[config.mk]
export PLATFORM = sky130hd
export DESIGN_NAME = apb_master
export DESIGN_NICKNAME = d
export VERILOG_FILES = /design/src/rtl/apb_master.sv
export SDC_FILE = /design/constraint.sdc
export NUM_CORES = 1
export LEC_CHECK = 0
export CAP_MARGIN = 25
export CELL_PAD_IN_SITES_DETAIL_PLACEMENT = 1
export CELL_PAD_IN_SITES_GLOBAL_PLACEMENT = 2
export CORE_MARGIN = 2
export CORE_UTILIZATION = 24
export DETAILED_ROUTE_END_ITERATION = 7
export PLACE_DENSITY_LB_ADDON = 0.1
export SLEW_MARGIN = 5
export SYNTH_ARGS = -nofsm -noshare
export SYNTH_HDL_FRONTEND = slang
export SYNTH_SLANG_ARGS = --single-unit
[constraint.sdc]
create_clock -name PCLK -period 3.1 [get_ports PCLK]
set_input_delay 0.465 -clock PCLK [delete_from_list [all_inputs] [get_ports PCLK]]
set_output_delay 0.465 -clock PCLK [all_outputs]
set_load 0.05 [all_outputs]
[src/rtl/apb_master.sv]
// APB3 requester: turns a valid/ready command into one SETUP/ACCESS transfer
// and returns the slave response on a single-cycle strobe. PREADY wait states
// are bounded by a programmable timeout so a hung slave cannot stall callers.
module apb_master #(
    parameter int unsigned DW          = 32,
    parameter int unsigned AW          = 32,
    parameter int unsigned TIMEOUT_CYC = 16
) (
    input  logic          PCLK,
    input  logic          PRESET,
    // command side
    input  logic          cmd_valid,
    output logic          cmd_ready,
    input  logic          cmd_write,
    input  logic [AW-1:0] cmd_addr,
    input  logic [DW-1:0] cmd_wdata,
    // response side
    output logic          rsp_valid,
    output logic [DW-1:0] rsp_rdata,
    output logic          rsp_err,
    output logic          rsp_timeout,
    // APB side
    output logic          PSEL,
    output logic          PENABLE,
    output logic          PWRITE,
    output logic [AW-1:0] PADDR,
    output logic [DW-1:0] PWDATA,
    input  logic          PREADY,
    input  logic [DW-1:0] PRDATA,
    input  logic          PSLVERR
);

    // Counter needs at least one bit even when the timeout is disabled.
    localparam int unsigned CW = (TIMEOUT_CYC > 0) ? $clog2(TIMEOUT_CYC + 1) : 1;
    localparam logic [CW-1:0] CntLast = (TIMEOUT_CYC > 0) ? CW'(TIMEOUT_CYC - 1) : '0;
    localparam logic [CW-1:0] CntMax  = {CW{1'b1}};

    typedef enum logic [1:0] {
        StIdle,
        StSetup,
        StAccess
    } state_e;

    state_e        state_q, state_d;
    logic [CW-1:0] cnt_q;
    logic          pwrite_q;
    logic [AW-1:0] paddr_q;
    logic [DW-1:0] pwdata_q;
    logic          rsp_valid_q;
    logic [DW-1:0] rsp_rdata_q;
    logic          rsp_err_q;
    logic          rsp_timeout_q;

    logic accept;
    logic timeout_hit;

    assign accept      = cmd_valid && cmd_ready;
    assign timeout_hit = (TIMEOUT_CYC != 0) && !PREADY && (cnt_q == CntLast);

    // State register
    always_ff @(posedge PCLK) begin
        if (PRESET) begin
            state_q <= StIdle;
        end else begin
            state_q <= state_d;
        end
    end

    // Next-state decode
    always_comb begin
        state_d = state_q;
        unique case (state_q)
            StIdle:   if (cmd_valid) state_d = StSetup;
            StSetup:  state_d = StAccess;
            StAccess: if (PREADY || timeout_hit) state_d = StIdle;
            default:  state_d = StIdle;
        endcase
    end

    // State-decoded outputs; ready is also held low while reset is asserted
    always_comb begin
        cmd_ready = 1'b0;
        PSEL      = 1'b0;
        PENABLE   = 1'b0;
        unique case (state_q)
            StIdle:   cmd_ready = !PRESET;
            StSetup:  PSEL = 1'b1;
            StAccess: begin
                PSEL    = 1'b1;
                PENABLE = 1'b1;
            end
            default: ;
        endcase
    end

    // Request capture, wait counter and response capture
    always_ff @(posedge PCLK) begin
        if (PRESET) begin
            cnt_q         <= '0;
            pwrite_q      <= 1'b0;
            paddr_q       <= '0;
            pwdata_q      <= '0;
            rsp_valid_q   <= 1'b0;
            rsp_rdata_q   <= '0;
            rsp_err_q     <= 1'b0;
            rsp_timeout_q <= 1'b0;
        end else begin
            rsp_valid_q <= 1'b0;

            // Address/data only move on acceptance so they stay stable all transfer
            if (accept) begin
                pwrite_q <= cmd_write;
                paddr_q  <= cmd_addr;
                pwdata_q <= cmd_wdata;
            end

            if (state_q == StSetup) begin
                cnt_q <= '0;
            end else if (state_q == StAccess && cnt_q != CntMax) begin
                cnt_q <= cnt_q + CW'(1);
            end

            if (state_q == StAccess) begin
                if (PREADY) begin
                    rsp_valid_q   <= 1'b1;
                    rsp_rdata_q   <= pwrite_q ? '0 : PRDATA;
                    rsp_err_q     <= PSLVERR;
                    rsp_timeout_q <= 1'b0;
                end else if (timeout_hit) begin
                    rsp_valid_q   <= 1'b1;
                    rsp_rdata_q   <= '0;
                    rsp_err_q     <= 1'b1;
                    rsp_timeout_q <= 1'b1;
                end
            end
        end
    end

    assign PWRITE      = pwrite_q;
    assign PADDR       = paddr_q;
    assign PWDATA      = pwdata_q;
    assign rsp_valid   = rsp_valid_q;
    assign rsp_rdata   = rsp_rdata_q;
    assign rsp_err     = rsp_err_q;
    assign rsp_timeout = rsp_timeout_q;

endmodule

# After elaboration in Yosys (flattened, before gate mapping)
# Index checks and enable logic that the tools add are counted.
[totals]
ff_bits = 107
input_bits = 102
output_inout_bits = 103
wordCells = 44
[classes]
add_sub_neg = 1
n_eq_ne = 6
muxes = 14
bitwise_logic = 1
n_reduce_logical = 13
[op_table]
columns = ["op", "count"]
rows = [
  ["2-to-1 mux 32 bit", 3],
  ["2-to-1 mux 1 bit", 8],
  ["case mux 2 bit (3 select lines)", 1],
  ["OR reduction 2 bit", 3],
  ["adder 5 x 1 -> 5 bit (second input constant)", 1],
  ["== test 5 x 4 -> 1 bit (second input constant)", 1],
  ["!= test 5 bit (second input constant)", 1],
  ["2-to-1 mux 2 bit", 2],
  ["!= test 2 bit (second input constant)", 2],
  ["AND reduction 2 bit", 2],
  ["logical AND 1 bit", 3],
  ["== test 2 x 1 -> 1 bit (second input constant)", 1],
  ["== test 2 bit (second input constant)", 1],
  ["logical NOT 1 bit", 2],
  ["logical NOT 2 bit", 1],
  ["nonzero test 2 bit", 1],
  ["logical OR 1 bit", 1],
  ["inverter 1 bit", 1],
]

# Longest topological paths before layout
[logic_depth]
word_depth = 5
depth_mapped = 7
ltp_nobuf = 6

# Worst setup path after synthesis
# OpenSTA, ideal clock, no wires.
[synth_path]
path_kind = "input to output"
startpoint = "input PRESET"
endpoint = "output cmd_ready"
arrival_time_ns = 1.316
t_required_ns = 2.635
path_slack_ns = 1.319
stages = 2
path_buffers = 1
cell_sequence = "clkbuf_1 > nor2b_1"
[synth_via]
elab_chain_len = 2
[synth_lines]
columns = ["item", "line", "text"]
rows = [
  ["start: declaration", "10", "input logic PRESET,"],
  ["logical NOT 1 bit", "86", "StIdle: cmd_ready = !PRESET;"],
  ["2-to-1 mux 1 bit", "85", "unique case (state_q)"],
  ["end: declaration", "13", "output logic cmd_ready,"],
]
# No other way between the ends.

# Worst setup path in the final report
[layout_path]
startpoint = "register state_q[0]"
endpoint = "output PENABLE"
[layout_via]
elab_chain_len = 2
[layout_lines]
columns = ["item", "line", "text"]
rows = [
  ["start: declaration", "44", "state_e state_q, state_d;"],
  ["start signal: assignment", "63", "state_q <= StIdle;"],
  ["start signal: assignment", "65", "state_q <= state_d;"],
  ["== test 2 bit", "85", ""],
  ["2-to-1 mux 1 bit", "85", ""],
  ["end: declaration", "24", "output logic PENABLE,"],
]
# No other way between the ends.

==> reports/results.txt <==
status: complete, no violations
multi-input logic area: 1590 um^2
final WL: 12.1 mm
maximum clock path buffer count: 2
fillers: 1832
post-route ant nets: 0
CTS H-tree lvls: 3
endpoints failing setup: 0
Worst slew margin: 0.490
Initial DRT Pass Iterations: 4
CP Launch Type: register
Net Count, Synth: 520
DRC violation count after routing: 0
Post-DP HPWL: 8.77 mm
initial antenna violation count: 0
Post-synth EDFFs: 0
Worst-Skew Late Latency: 0.35 ns
clk root buf: clkbuf_16
Final Instance Count excl. Fillers: 822
Post-CTS Hold Buffers: 0
Sink Count: 107
largest net degree at the start of global routing: 51
Gate Count Post-Synth: 411
mapped cell area: 3950 um^2
FF/Latch Area: 2140 um^2
# Post-CTS Setup Buffers: 0
Place WS: 0.947 ns
Placed Cells: 806
layout cells sized above 1: 0.0396
RSZ-0062 raised after global routing: false
Clock Skews: 0.00893 ns
register area share after synthesis: 0.543
Pwr Density: 729 nW/um^2
measured slew at the worst slew-check pin: 0.763 ns
Final WS setup: 0.621 ns
WHS: 0.465 ns
CTS tree: yes
ranking of synthesized cells by area: dfxtp_1, nand2b_1, o21ai_1
most frequent cell after synthesis: dfxtp_1
final worst-path cycle share: 0.800
Fin. Hold Viols: 0
synth warn: 0
top-area cell type share of the netlist area: 0.543
initial DRC count: 93
total CTS buffers: 9
All-Layer GR Usage: 0.137
Placed Instance Area: 6120 um^2
critical path class: register to output pin
max-cap violations: 0
top post-synthesis cells by count: dfxtp_1, nand2b_1, nand2_1, o21ai_1, a22o_1
Worst Hold Class: register to register
RePlAce Congestion: 0.731
Area Growth Syn to Fin: 62.9%
Core Area: 16000 um^2
vias in the first global route: 3590
Yosys top cell by area: dfxtp_1
Vias per Instance: 4.28
first-pass GRT wire length: 19.3 mm
Max Clk Rate: 403 MHz
Post-CTS Resized: 0
die height: 132 um
Reg clk slew, reported paths: 0.07 ns
row count: 46
Worst Setup End Kind: output pin
I/O Buffers: 204
Initial Utilization: 0.247
final antenna diode count: 0
via count: 3520
total die area: 17500 um^2
register bit count reported by yosys: 107
fin. max-slew vios: 0
Avg Synthesized Cell Area: 9.60 um^2
main flop type after synthesis: dfxtp_1
Remaining Overflow, GRT: 0
Tmin final: 2.48 ns
wire per inst: 14.7 um
post-synth cell types: 30
async set-reset flop share out of synthesis: 0
critical path data required time: 2.63 ns
static leakage power: 2.34 nW
largest fanout on the critical path: 10
Die Wd: 132 um
Fin Setup TNS: 0 ns
worst vdd ir: 287 uV
fin area: 6430 um^2
Ports: 205
Worst Path Arrival: 2.01 ns
Nets: 710
==> worst max-delay path: stages, from the launching register on <==
cell and delay, ns:
dfxtp_1 0.33, inv_1 0.11, ha_1 0.36, clkdlybuf4s50_1 0.88
==> cell type report <==
class / count / share of cell area
Clock buffer: 11 / 0.0393
Clock inverter: 5 / 0.00934
Inverter: 3 / 0.00175
Multi-Input combinational cell: 271 / 0.248
Sequential cell: 107 / 0.333
Tap cell: 216 / 0.0420
Timing Repair Buffer: 209 / 0.327
==> kinds of logic after synthesis <==
| group | Yosys count | synth area share |
|---|---|---|
| muxes | 2 | 0.00507 |
| DFF | 107 | 0.543 |
| AOI/OAI and AO/OA | 106 | 0.168 |
| xor gates and xnor gates | 2 | 0.00444 |
| buffers and inverters | 33 | 0.0545 |
| and+or+nand+nor | 154 | 0.203 |
| adders and majority gates | 7 | 0.0222 |
==> sequential cells by signal, summed over array words and instances (netlist names) <==
signal	count
PWDATA	32
rsp_err	1
cnt_q	5
state_q	2
PWRITE	1
rsp_timeout	1
PADDR	32
rsp_valid	1
rsp_rdata	32
==> report_power, final <==
group / switching, W / leakage [nW] / total [W] / internal [W]
Clock: 0.000529 / 0.152 / 0.00120 / 0.000675
Sequential: 0.000116 / 0.874 / 0.00170 / 0.00159
Combinational: 0.00114 / 1.31 / 0.00178 / 0.000634
==> cell usage in the layout (no fill, tap or decap), types with 2 or more instances in the layout <==
cell type and count:
nor2_1 4, o21ai_1 65, clkdlybuf4s50_1 203, dfxtp_1 107, buf_12 2, a21oi_1 4, clkbuf_16 9, inv_1 3
nand2b_1 71, mux2i_1 2, clkbuf_8 2, buf_4 3, ha_1 7, nor2b_1 2, a22o_1 33, a211oi_1 2
nand2_1 67
==> metal layers <==
layer	global-route usage	wire length (um)	vias up
met5	0	0	-
met4	0.0466	215	0
met3	0.0657	1240	14
met2	0.228	5550	137
met1	0.155	5080	1621
li1	-	-	1748
==> through the flow <==
step,util,power (W)
floorplan,-,0.00289
global placement,0.382,0.00351
detailed placement,0.382,0.00353
CTS,0.402,0.00478
global route,0.402,0.00494
finish,0.402,0.00469
==> final timing paths <==
| kind | end | slack (ns) | startpoint | cells past startpoint |
|---|---|---|---|---|
| min reg2reg | PWDATA[24]$_SDFFE_PP0P_ | 0.46 | PWDATA[24]$_SDFFE_PP0P_ | 2 |
| max | PENABLE | 0.62 | state_q[0]$_SDFFE_PP0P_ | 3 |
| min | PWDATA[24]$_SDFFE_PP0P_ | 0.46 | PWDATA[24]$_SDFFE_PP0P_ | 2 |
| max reg2reg | rsp_rdata[12]$_SDFFE_PP0P_ | 1.00 | cnt_q[0]$_SDFFE_PP0P_ | 6 |
No activity file was read; power rests on OpenSTA's default activity.
